File: src/rtl/dram_rsp_pkg.sv
// Purpose: shared widths, last-flag position and burst FSM state type for the DRAM response return path.
// Latency: n/a (declarations only).
// Backpressure: n/a.
package dram_rsp_pkg;

   localparam int OUT_FIFO_WIDTH = 65;
   localparam int DATA_W         = 64;
   localparam int MAX_BEATS      = 8;
   localparam int LAST_BIT       = 64;

   typedef enum logic {
      IDLE  = 1'b0,
      BURST = 1'b1
   } state_e;

endpackage

File: src/rtl/rsp_skid_buf.sv
// Purpose: 2-entry skid buffer between the response FIFO head and the host valid/ready port.
// Latency: 1 cycle from FIFO pop to out_vld when empty; one entry per cycle sustained.
// Backpressure: stops popping once both entries are full; the head entry holds while out_rdy is low.
module rsp_skid_buf
   import dram_rsp_pkg::*;
#(
   parameter int WIDTH = OUT_FIFO_WIDTH
)
(
   input  logic             clk,
   input  logic             rst,
   input  logic             fifo_empty,
   input  logic [WIDTH-1:0] fifo_data,
   output logic             fifo_ren,
   output logic             out_vld,
   input  logic             out_rdy,
   output logic [WIDTH-1:0] out_dat
);

   logic [1:0]       occ_q, occ_d;
   logic [WIDTH-1:0] ent0_q, ent0_d;
   logic [WIDTH-1:0] ent1_q, ent1_d;
   logic             accept;
   logic [1:0]       slot;

   // Pop only when there is room; the reset term keeps the FIFO untouched while rst is high.
   assign fifo_ren = !fifo_empty && (occ_q < 2'd2) && !rst;
   assign out_vld  = (occ_q != 2'd0) && !rst;
   assign out_dat  = rst ? '0 : ent0_q;
   assign accept   = out_vld && out_rdy;
   // Slot the incoming entry lands in, after any same-cycle shift from the accept.
   assign slot     = occ_q - {1'b0, accept};

   // Next entries/occupancy: shift on accept, then write the popped entry behind the survivors.
   always_comb begin
      ent0_d = ent0_q;
      ent1_d = ent1_q;
      occ_d  = occ_q + {1'b0, fifo_ren} - {1'b0, accept};
      if (accept) begin
         ent0_d = ent1_q;
      end
      if (fifo_ren) begin
         if (slot == 2'd0) begin
            ent0_d = fifo_data;
         end else begin
            ent1_d = fifo_data;
         end
      end
   end

   // Entry and occupancy registers; reset discards anything buffered.
   always_ff @(posedge clk) begin
      if (rst) begin
         occ_q  <= 2'd0;
         ent0_q <= '0;
         ent1_q <= '0;
      end else begin
         occ_q  <= occ_d;
         ent0_q <= ent0_d;
         ent1_q <= ent1_d;
      end
   end

endmodule

File: src/rtl/rsp_return_ctrl.sv
// Purpose: returns DRAM read beats to the host, tracking beat index, burst count and over-length bursts.
// Latency: 1 cycle from FIFO pop to rsp_valid; one beat per cycle sustained.
// Backpressure: rsp_ready low holds the current beat and stops FIFO pops once the skid buffer fills.
module rsp_return_ctrl #(
   parameter int OUT_FIFO_WIDTH = dram_rsp_pkg::OUT_FIFO_WIDTH,
   parameter int DATA_W         = dram_rsp_pkg::DATA_W,
   parameter int MAX_BEATS      = dram_rsp_pkg::MAX_BEATS,
   localparam int BEAT_W        = (MAX_BEATS > 1) ? $clog2(MAX_BEATS) : 1
)
(
   input  logic                      clk,
   input  logic                      rst,
   input  logic                      fifo_empty,
   input  logic [OUT_FIFO_WIDTH-1:0] fifo_data,
   output logic                      fifo_ren,
   output logic                      rsp_valid,
   input  logic                      rsp_ready,
   output logic [DATA_W-1:0]         rsp_data,
   output logic                      rsp_last,
   output logic [BEAT_W-1:0]         rsp_beat,
   output logic [15:0]               burst_cnt,
   output logic                      err_overlen
);

   import dram_rsp_pkg::*;

   localparam logic [BEAT_W-1:0] BEAT_MAX = BEAT_W'(MAX_BEATS - 1);

   logic [OUT_FIFO_WIDTH-1:0] head;
   logic                      accept;
   logic                      head_flag;

   state_e            state_q, state_d;
   logic [BEAT_W-1:0] beat_q, beat_d;
   logic [15:0]       burst_q, burst_d;
   logic              err_q, err_d;

   rsp_skid_buf #(
      .WIDTH (OUT_FIFO_WIDTH)
   ) u_skid (
      .clk        (clk),
      .rst        (rst),
      .fifo_empty (fifo_empty),
      .fifo_data  (fifo_data),
      .fifo_ren   (fifo_ren),
      .out_vld    (rsp_valid),
      .out_rdy    (rsp_ready),
      .out_dat    (head)
   );

   assign head_flag   = head[LAST_BIT];
   assign accept      = rsp_valid && rsp_ready;
   assign rsp_data    = head[DATA_W-1:0];
   // A burst closes on the FIFO's own flag or when the index hits the ceiling.
   assign rsp_last    = rsp_valid && (head_flag || (beat_q == BEAT_MAX));
   assign rsp_beat    = rst ? '0 : beat_q;
   assign burst_cnt   = rst ? 16'd0 : burst_q;
   assign err_overlen = err_q && !rst;

   // Burst tracking: advance the index on each accepted beat, close the burst on an accepted last.
   always_comb begin
      state_d = state_q;
      beat_d  = beat_q;
      burst_d = burst_q;
      err_d   = err_q;
      if (accept) begin
         if (rsp_last) begin
            state_d = IDLE;
            beat_d  = '0;
            burst_d = burst_q + 16'd1;
            if (!head_flag) begin
               err_d = 1'b1;
            end
         end else begin
            state_d = BURST;
            beat_d  = beat_q + {{(BEAT_W-1){1'b0}}, 1'b1};
         end
      end
   end

   // State, index and counter registers.
   always_ff @(posedge clk) begin
      if (rst) begin
         state_q <= IDLE;
         beat_q  <= '0;
         burst_q <= 16'd0;
         err_q   <= 1'b0;
      end else begin
         state_q <= state_d;
         beat_q  <= beat_d;
         burst_q <= burst_d;
         err_q   <= err_d;
      end
   end

endmodule

File: config.mk
export PLATFORM = sky130hd
export DESIGN_NAME = rsp_return_ctrl
export DESIGN_NICKNAME = d
export VERILOG_FILES = /design/src/rtl/dram_rsp_pkg.sv /design/src/rtl/rsp_skid_buf.sv /design/src/rtl/rsp_return_ctrl.sv
export SDC_FILE = /design/constraint.sdc
export NUM_CORES = 1
export LEC_CHECK = 0
export CORE_UTILIZATION = 55
export CTS_BUF_LIST = sky130_fd_sc_hd__clkbuf_4
export CTS_CLUSTER_SIZE = 20
export DETAILED_ROUTE_END_ITERATION = 16
export HOLD_SLACK_MARGIN = 0.15
export PLACE_DENSITY = 0.93
export SYNTH_ARGS = -nofsm -noshare
export SYNTH_HDL_FRONTEND = slang
export SYNTH_HIERARCHICAL = 1
export SYNTH_SLANG_ARGS = --single-unit
File: constraint.sdc
create_clock -name clk -period 6.4 [get_ports clk]
set_input_delay 1.6 -clock clk [delete_from_list [all_inputs] [get_ports clk]]
set_output_delay 1.6 -clock clk [all_outputs]
set_load 0.03 [all_outputs]
Yosys cells after proc, flatten, opt, wreduce, memory -nomap -nowiden
Index checks and enable logic that the tools add are counted.
{ "word_totals": {"reg_bits": 152, "n_memories": 0, "output_inout_bits": 87, "mem_bits_rw": 0, "latchBits": 0, "word_cells": 36, "input_bits": 69, "mem_bits_ro": 0} }
{ "op_classes": {"n_mux": 7, "div": 0, "n_reduce_logical": 14, "n_shift": 0, "eq_ne": 1, "addsub": 5, "multipliers": 0, "bitwise_logic": 2, "magnitude_cmp": 1} }
{ "ops": {"columns": ["op", "n"], "rows": [
  ["$mux W65", 4],
  ["$add A16 B1 Y16 const B", 1],
  ["$mux W16", 1],
  ["$logic_and A1 B1 Y1", 6],
  ["$mux W3", 2],
  ["$reduce_and A2 Y1", 2],
  ["$sub A2 B1 Y2", 2],
  ["$add A3 B1 Y3 const B", 1],
  ["$eq A3 B3 Y1 const B", 1],
  ["$reduce_and A3 Y1", 1],
  ["$add A2 B1 Y2", 1],
  ["$logic_not A1 Y1", 2],
  ["$logic_not A2 Y1", 1],
  ["$lt A2 B2 Y1 const B", 1],
  ["$not A1 Y1", 2],
  ["$reduce_bool A2 Y1", 1],
  ["$logic_or A1 B1 Y1", 1]
]} }

Logic depth before layout (Yosys ltp)
Gate-level depths: netlist (run 1).
{ "logic_depth": {"ltp_word": 7, "ltp_mapped": 11, "ltp_nobuf": 8} }

By module
The synthesis (run 1) kept the hierarchy.
{ "by_module_without_submodules": {"columns": ["mod", "area_each_um2", "instances", "cells_per_inst"], "rows": [
  ["rsp_skid_buf", 6346.1, 1, 747],
  ["rsp_return_ctrl", 1067.3, 1, 121]
]} }

Worst setup path before layout (run 1)
OpenSTA, ideal clock, no wires.
{ "synth_timing": {"path_type": "input to output", "start": "input port rst", "end": "output port rsp_last", "t_arrival_ns": 3.218, "required_ns": 4.800, "n_path_buf": 2, "slack_ns": 1.582, "path_stages": 6, "path_cell_list": "buf_4 > o21bai_1 > inv_1 > clkbuf_1 > o21ai_1 > inv_1"} }
{ "synth_via": {"elab_chain_cells": 3, "word_cells_on_any_way": 5, "cone_classes": "mux (1); reduce/logical (4)"} }
{ "synth_lines": {"columns": ["element", "line", "source"], "rows": [
  ["from (decl)", "rsp_return_ctrl.sv:12", "input logic rst,"],
  ["$logic_not A1 Y1", "rsp_skid_buf.sv:28", "assign out_vld = (occ_q != 2'd0) && !rst;"],
  ["$logic_and A1 B1 Y1", "rsp_skid_buf.sv:28", null],
  ["net rsp_valid", "rsp_return_ctrl.sv:16", "output logic rsp_valid,"],
  ["$logic_and A1 B1 Y1", "rsp_return_ctrl.sv:55", "assign rsp_last = rsp_valid && (head_flag || (beat_q == BEAT_MAX));"],
  ["to (decl)", "rsp_return_ctrl.sv:19", "output logic rsp_last,"]
]} }
The timed path passes the listed nets, and every way through them passes these cells.

Worst setup path in the final report (run 1)
{ "layout_timing": {"start": "input port rst", "end": "output port rsp_data[49]"} }
{ "layout_via": {"elab_chain_cells": 1} }
{ "layout_lines": {"columns": ["element", "line", "source"], "rows": [
  ["$mux W65", "rsp_skid_buf.sv:29", "assign out_dat = rst ? '0 : ent0_q;"],
  ["to (decl)", "rsp_return_ctrl.sv:18", "output logic [DATA_W-1:0] rsp_data,"]
]} }
Every way passes these cells.

==> results of run 1 <==
cell families after synthesis:
group | synth area share (%)
and+or+nand+nor | 27.6
AOI/OAI and AO/OA | 22.3
DFF | 41.0
buffers and inverters | 5.97
xor gates and xnor gates | 1.18
muxes | 1.03
adders and majority gates | 0.844
worst min-delay path, cell delays in order (launching register included):
cell	delay, ns
dfxtp_1	0.34
nand2b_1	0.06
o21ai_0	0.06
layer usage:
metal / up-vias / GRT usage [%]
met3: 27 / 6.83
met1: 3121 / 33.5
met4: 2 / 9.54
met5: - / 0
met2: 170 / 41.2
li1: 3199 / -
how the worst min path moves through the flow:
stage	endpoint	startpoint	slack, ns
2_1_floorplan	err_q	err_q	0.43
3_3_place_gp	err_q	err_q	0.45
3_5_place_dp	u_skid/ent1_q[30]	u_skid/ent1_q[30]	0.46
4_1_cts	u_skid/ent1_q[45]	u_skid/ent1_q[45]	0.48
5_1_grt	u_skid/ent1_q[34]	u_skid/ent1_q[34]	0.50
6_report	u_skid/ent1_q[60]	u_skid/ent1_q[60]	0.48
report_power, final:
| part | internal, mW | switching (mW) |
|---|---|---|
| sequential | 1.05 | 0.0524 |
| clock | 0.436 | 0.341 |
| combinational | 0.226 | 0.329 |
metrics by stage:
stage	util [%]	cells	hold slack, ns	area (um2)	power (mW)
floorplan	-	868	0.432	7410	1.49
global placement	67.4	1127	0.447	8890	1.65
detailed placement	67.4	1127	0.464	8890	1.67
CTS	70.4	1159	0.484	9280	2.44
global route	70.4	1160	0.498	9280	2.54
finish	70.4	1160	0.483	9280	2.43
area by class of cell:
cell class	count	area (um2)
clock buffer	19	143
fill	1005	3910
antenna	1	2.50
tap	176	220
multi-input combinational	624	3950
clock inverter	13	250
sequential	152	3040
inverter	9	33.8
timing repair buffer	166	1640
sequential cells by signal (all words and copies together), names as in the netlist:
signal	cells
beat_q	3
burst_q	16
u_skid/ent0_q	65
err_q	1
u_skid/occ_q	2
u_skid/ent1_q	65
placed cells by master, fill, tap and decap left out, types with 5 or more instances in the layout:
| cell | n |
|---|---|
| bufinv_16 | 7 |
| nor3_1 | 7 |
| o21ai_0 | 126 |
| o21ai_1 | 6 |
| nor2_1 | 92 |
| nand2_1 | 69 |
| buf_4 | 10 |
| ha_1 | 5 |
| dfxtp_1 | 152 |
| xnor2_1 | 8 |
| clkdlybuf4s50_1 | 153 |
| inv_1 | 7 |
| nand3_1 | 70 |
| nor2b_1 | 83 |
| a311oi_2 | 60 |
| a311oi_1 | 5 |
| clkbuf_4 | 19 |
| nand2b_1 | 65 |
==> reports/results.ini, run 1 <==
[sta]
finalCritPeriodShare_pct=78.7
worstMarginPinSlew_ns=0.907
fmax_ghz=0.199
slew_headroom_pct=39.5
clock-skew-final_ns=0.0177
setup_viol=0
fin_ws_ns=1.37
finalSetupTns_ns=0
fin_crit_ns=5.03
rsz0062_at_grt=no
hold_viol=0
drv_slew=0

[min_path]
whs_path_depth=2
holdCritPathClass=reg -> reg

[synthesis]
synth.net_count=942
synth_area_leaders=dfxtp_1 (41%), a311oi_2 (12%), o21ai_0 (8.5%)
yosysUniqueCellTypes=38
yosys-top-cells-count=dfxtp_1 (152), o21ai_0 (126), nor2_1 (92)
synthCells=868
synth-seq-cells=152
synth_top_area_share_pct=41.0
synth-edff-count=0
ys_warn_count=6
synth.avg_cell_area_um2=8.54
synthFlopType=dfxtp_1
synth.most_common_cell=dfxtp_1
synth_top_area_cell=dfxtp_1
seq_area_frac_synth_pct=41.0
async_flop_share_pct=0
mappedNetlistArea_mm2=0.00741

[critical_path]
reg2reg_depth=8
critPathMaxStageDelay_ns=0.67
crit_arrival_ns=3.43
cp_top_family=buffers and inverters
required_ns=4.80
crit_path_end_kind=primary output
crit_chain=buf_6 > buf_4 > nor2b_1 > clkdlybuf4s50_1
critPathKind=in -> out
crit_end=rsp_data[49]
worst-path-max-fanout=69
startpoint=rst
reg2reg_setup_slack_ns=3.13
cp_slowest_cell=buf_4
reg2reg_from=u_skid/occ_q[1]
reg2reg_to=u_skid/ent0_q[11]
path_buf_inv=3
cp_num_cells=4
start_kind=input pin

[drt]
route.met2.wl_um=8840
route.met3.wl_um=948
firstDrtPassIters=5
routed_wl_um=18100
top_layer=met5
wl_met1_um=8000
routedWlPerCell_um=15.6
dr.first_iter.drc_count=701
drcViolationCount=0
vias_per_cell=5.62
antenna_left=0
vias=6519

[run]
maxCapViolations=0

[cts]
clk_path_buf_depth=2
numClockSinks=152
post_cts_resized=0
numCtsBuffers=17
postCtsHoldBufs=0
cts_tree=done
root_buffer=clkbuf_4
cts.clk_slew.worst_paths_ns=0.13
clock_latency_ns=0.55
post-cts-setup-buffer-count=0
h-tree-depth=4

[grt]
grt_remaining_overflow=0
grt_use_total_pct=25.9
grt_max_degree=115
antenna_found_initial=2
grt_pass1_vias=6031
grt_pass1_wl_um=29400

[floorplanning]
fp.dieW_um=118
die_y_um=118
start_util_pct=56.2
core_region_area_mm2=0.0132
die_area_mm2=0.0139
rows=42
pin_count=156

[placed_design]
place_congestion=0.828
dp_slack_ns=1.37
dpl.hpwl_um=10800
io_buffer_count=155

[layout]
drive_above_1_share_pct=11.9
nets=1044
syn2layout_area_growth_pct=25.2

[power_and_ir_drop]
ir_drop_mv=0.145
leakagePower_nw=3.08
power_density_mw_per_mm2=262

[outcome]
outcome=finished, final reports clean

(Power assumes the default switching activity.)
==> run 2, diff against run 1 <==
--- a/config.mk
+++ b/config.mk
@@ -5,12 +5,12 @@
 export SDC_FILE = /design/constraint.sdc
 export NUM_CORES = 1
 export LEC_CHECK = 0
-export CORE_UTILIZATION = 55
+export CORE_UTILIZATION = 53
 export CTS_BUF_LIST = sky130_fd_sc_hd__clkbuf_4
 export CTS_CLUSTER_SIZE = 20
 export DETAILED_ROUTE_END_ITERATION = 16
 export HOLD_SLACK_MARGIN = 0.15
-export PLACE_DENSITY = 0.93
+export PLACE_DENSITY = 0.91
 export SYNTH_ARGS = -nofsm -noshare
 export SYNTH_HDL_FRONTEND = slang
 export SYNTH_HIERARCHICAL = 1
==> constraint.sdc (replaced) <==
create_clock -name clk -period 5.14 [get_ports clk]
set_input_delay 1.285 -clock clk [delete_from_list [all_inputs] [get_ports clk]]
set_output_delay 1.285 -clock clk [all_outputs]
set_load 0.03 [all_outputs]
==> reports/results.ini, run 2 (synthesis gave the netlist of run 1 again) <==
[drt]
routedWlPerCell_um=15.6
routed_wl_um=18200
drcViolationCount=0
vias_per_cell=5.67
firstDrtPassIters=5
vias=6584
dr.first_iter.drc_count=539
antenna_left=0

[floorplanning]
core_region_area_mm2=0.0135
die_y_um=120
rows=42
start_util_pct=55.1
fp.dieW_um=120
pin_count=156
die_area_mm2=0.0145

[critical_path]
crit_path_end_kind=primary output
start_kind=input pin
worst-path-max-fanout=59
reg2reg_to=burst_q[15]
reg2reg_from=u_skid/occ_q[1]
crit_end=rsp_last
reg2reg_depth=7
crit_arrival_ns=3.04
reg2reg_setup_slack_ns=2.59
startpoint=rst
required_ns=3.86
critPathKind=in -> out

[layout]
reg_top3=u_skid/ent0_q (65), u_skid/ent1_q (65), burst_q (16)
nets=1046
stdcell_area_mm2=0.00923
final_common_cell=clkdlybuf4s50_1
antenna_cells=0
layout_common_cells=clkdlybuf4s50_1 (153), dfxtp_1 (152), o21ai_0 (126)
fin_util_pct=68.6
fillers=1073
drive_above_1_share_pct=11.7
syn2layout_area_growth_pct=24.5

[power_and_ir_drop]
power_density_mw_per_mm2=309
ir_drop_mv=0.126
combinationalPowerShare_pct=24.5
leakagePower_nw=3.06
pwr-share-clk_pct=27.5
share_seq_of_total_power_pct=47.9
p_switching_mw=0.876
switching_share_pct=30.7
p_int_mw=1.97

[sta]
drv_slew=0
clock-skew-final_ns=0.0148
hold_ws_ns=0.482
fmax_ghz=0.231
worstMarginPinSlew_ns=0.799
setup_viol=0
slew_headroom_pct=46.7
finalSetupTns_ns=0
rsz0062_at_grt=no
finalCritPeriodShare_pct=84.1
fin_crit_ns=4.32
hold_viol=0

[outcome]
outcome=finished, final reports clean

[cts]
post-cts-setup-buffer-count=0
root_buffer=clkbuf_4
postCtsHoldBufs=0
h-tree-depth=4
clk_path_buf_depth=2
cts_tree=done
numCtsBuffers=17
clock_latency_ns=0.55
numClockSinks=152
post_cts_resized=0
cts.clk_slew.worst_paths_ns=0.11

[grt]
grt_max_degree=97
antenna_found_initial=0
grt_remaining_overflow=0
grt_use_total_pct=25.7
grt_pass1_vias=6236
grt_pass1_wl_um=29900

[placed_design]
dpl.hpwl_um=11100
io_buffer_count=155
dpl-instance-area_mm2=0.00893
place_congestion=0.833

[run]
maxCapViolations=0

[min_path]
holdCritPathClass=reg -> reg
whs_path_depth=2

[run 2: critical path, cell delays in order]
cell,delay [ns]
buf_6,0.36
nor2b_1,0.20
o21ai_1,0.48
inv_1,0.09
clkdlybuf4s50_1,0.61
[run 2: layer usage]
layer | vias to the layer above | GRT usage (%) | wire length [um]
met3 | 38 | 5.75 | 1120
li1 | 3200 | - | -
met2 | 217 | 42.0 | 8680
met4 | 0 | 12.7 | 549
met1 | 3129 | 31.9 | 7810
met5 | - | 0 | 0
[run 2: worst min-delay path by stage]
stage                      start                end
2_1_floorplan              err_q              err_q
3_3_place_gp               err_q              err_q
3_5_place_dp               err_q              err_q
4_1_cts        u_skid/ent1_q[32]  u_skid/ent1_q[32]
5_1_grt        u_skid/ent1_q[16]  u_skid/ent1_q[16]
6_report       u_skid/ent1_q[32]  u_skid/ent1_q[32]
[run 2: area by class of cell]
class	count	area [um2]	share of cell area, %
clock buffers	19	143	1.55
clock inverters	13	159	1.72
inverters	9	33.8	0.366
multi-input cells	624	3950	42.8
flip-flops and latches	152	3040	33.0
well taps	176	220	2.39
repair buffers	168	1680	18.2
[run 2: power by group through the flow]
stage                     registers, mW  logic, mW  clock network [mW]
after floorplan                    1.37      0.491                   0
after global placement             1.39      0.679                   0
after detailed placement           1.39      0.694                   0
after CTS                          1.37      0.699               0.805
after global routing               1.38      0.754               0.854
final                              1.37      0.699               0.785
[run 2: metrics by stage]
stage	setup slack (ns)	std cells	total power, mW
after CTS	0.790	1161	2.87
after global routing	0.643	1161	2.99
after floorplan	0.952	868	1.86
after detailed placement	0.810	1129	2.08
final	0.817	1161	2.85
after global placement	0.855	1129	2.07
==> run 3, diff against run 2 <==
==> constraint.sdc (replaced) <==
create_clock -name clk -period 4 [get_ports clk]
set_input_delay 1 -clock clk [delete_from_list [all_inputs] [get_ports clk]]
set_output_delay 1 -clock clk [all_outputs]
set_load 0.03 [all_outputs]
==> reports/results.ini, run 3 (synthesis gave the netlist of run 1 again) <==
[outcome]
outcome=finished, final reports clean

[sta]
clock-skew-final_ns=0.0134
slew_headroom_pct=46.2
setup_viol=0
finalCritPeriodShare_pct=87.8
fmax_ghz=0.285
fin_crit_ns=3.51
worstMarginPinSlew_ns=0.807
rsz0062_at_grt=no
hold_viol=0
drv_slew=0
finalSetupTns_ns=0

[cts]
postCtsHoldBufs=0
numCtsBuffers=17
post_cts_resized=0
cts.clk_slew.worst_paths_ns=0.11
numClockSinks=152
clk_path_buf_depth=2
root_buffer=clkbuf_4
cts_tree=done
post-cts-setup-buffer-count=0
clock_latency_ns=0.54
h-tree-depth=4

[critical_path]
path_buf_inv=3
cp_top_family=buffers and inverters
start_kind=input pin
crit_chain=buf_6 > buf_4 > nor3_1 > clkdlybuf4s50_1
crit_path_end_kind=primary output
critPathMaxStageDelay_ns=0.74
worst-path-max-fanout=35
required_ns=3.00
cp_slowest_cell=clkdlybuf4s50_1
critPathKind=in -> out
crit_arrival_ns=2.51

[power_and_ir_drop]
p_int_mw=2.52
switching_share_pct=31.1
pwr-share-clk_pct=27.3
p_switching_mw=1.14
power_density_mw_per_mm2=396
share_seq_of_total_power_pct=48.2
combinationalPowerShare_pct=24.6
leakagePower_nw=3.06
ir_drop_mv=0.320

[layout]
syn2layout_area_growth_pct=24.7
layout_common_cells=clkdlybuf4s50_1 (153), dfxtp_1 (152), o21ai_0 (126)
reg_top3=u_skid/ent0_q (65), u_skid/ent1_q (65), burst_q (16)
stdcell_area_mm2=0.00925
final_common_cell=clkdlybuf4s50_1
nets=1048
drive_above_1_share_pct=11.7
antenna_cells=0

[grt]
grt_remaining_overflow=0
grt_pass1_wl_um=30000
grt_max_degree=131
grt_use_total_pct=25.7
antenna_found_initial=0
grt_pass1_vias=6141

[placed_design]
dpl-instance-area_mm2=0.00896
place_congestion=0.807
dpl.hpwl_um=11400
io_buffer_count=155

[min_path]
holdCritPathClass=reg -> reg

[drt]
vias=6459
dr.first_iter.drc_count=729
routed_wl_um=18200
vias_per_cell=5.56
drcViolationCount=0
firstDrtPassIters=8
routedWlPerCell_um=15.7
antenna_left=0

[floorplanning]
fp.dieW_um=120
rows=42
pin_count=156
die_area_mm2=0.0145
start_util_pct=55.1
core_region_area_mm2=0.0135
die_y_um=120

[run]
maxCapViolations=0

## run 3: area by class of cell
cell class / count / area [um2]
inverter: 9 / 33.8
sequential: 152 / 3040
fill: 1069 / 4210
multi-input combinational: 624 / 3950
clock buffer: 17 / 128
timing repair buffer: 170 / 1710
tap: 176 / 220
clock inverter: 14 / 163
## run 3: worst paths after layout
path,cells after the start,slack (ns),end,from
worst min register to register,2,0.48,u_skid/ent1_q[32],u_skid/ent1_q[32]
worst max register to register,7,1.57,u_skid/ent0_q[47],u_skid/occ_q[1]
worst max-delay path,4,0.49,fifo_ren,rst
worst min-delay path,2,0.48,u_skid/ent1_q[32],u_skid/ent1_q[32]
## run 3: worst reg2reg max path, delay by kind of cell (launching register included)
kind | cells | cell delay [ns]
AND/OR/NAND/NOR | 3 | 1.01
adder cells (fa/ha/maj) | 1 | 0.35
buffers and inverters | 1 | 0.23
flip-flops | 1 | 0.42
AO/OA/AOI/OAI | 2 | 0.25
## run 3: power by group through the flow
stage                     combinational (mW)  clock, mW  sequential (mW)
after floorplan                        0.631          0             1.76
after global placement                 0.874          0             1.79
after detailed placement               0.894          0             1.79
after CTS                              0.898       1.02             1.76
after global routing                   0.968       1.09             1.78
final                                  0.899      0.997             1.76
## run 3: routing by layer
layer | vias to the layer above | track usage, % | wire [um]
met5 | - | 0 | 0
met1 | 3017 | 32.5 | 8070
met4 | 0 | 8.26 | 357
met2 | 200 | 41.9 | 8720
met3 | 32 | 7.45 | 1100
li1 | 3210 | - | -
## run 3: metrics by stage
stage / util (%) / hold slack, ns / cells / setup WS (ns) / total power [mW]
3_3_place_gp: 66.6 / 0.457 / 1131 / 0.613 / 2.66
4_1_cts: 68.7 / 0.485 / 1162 / 0.500 / 3.68
5_1_grt: 68.7 / 0.505 / 1162 / 0.465 / 3.84
3_5_place_dp: 66.6 / 0.466 / 1131 / 0.499 / 2.69
6_report: 68.7 / 0.483 / 1162 / 0.490 / 3.66
2_1_floorplan: - / 0.432 / 868 / 0.382 / 2.39
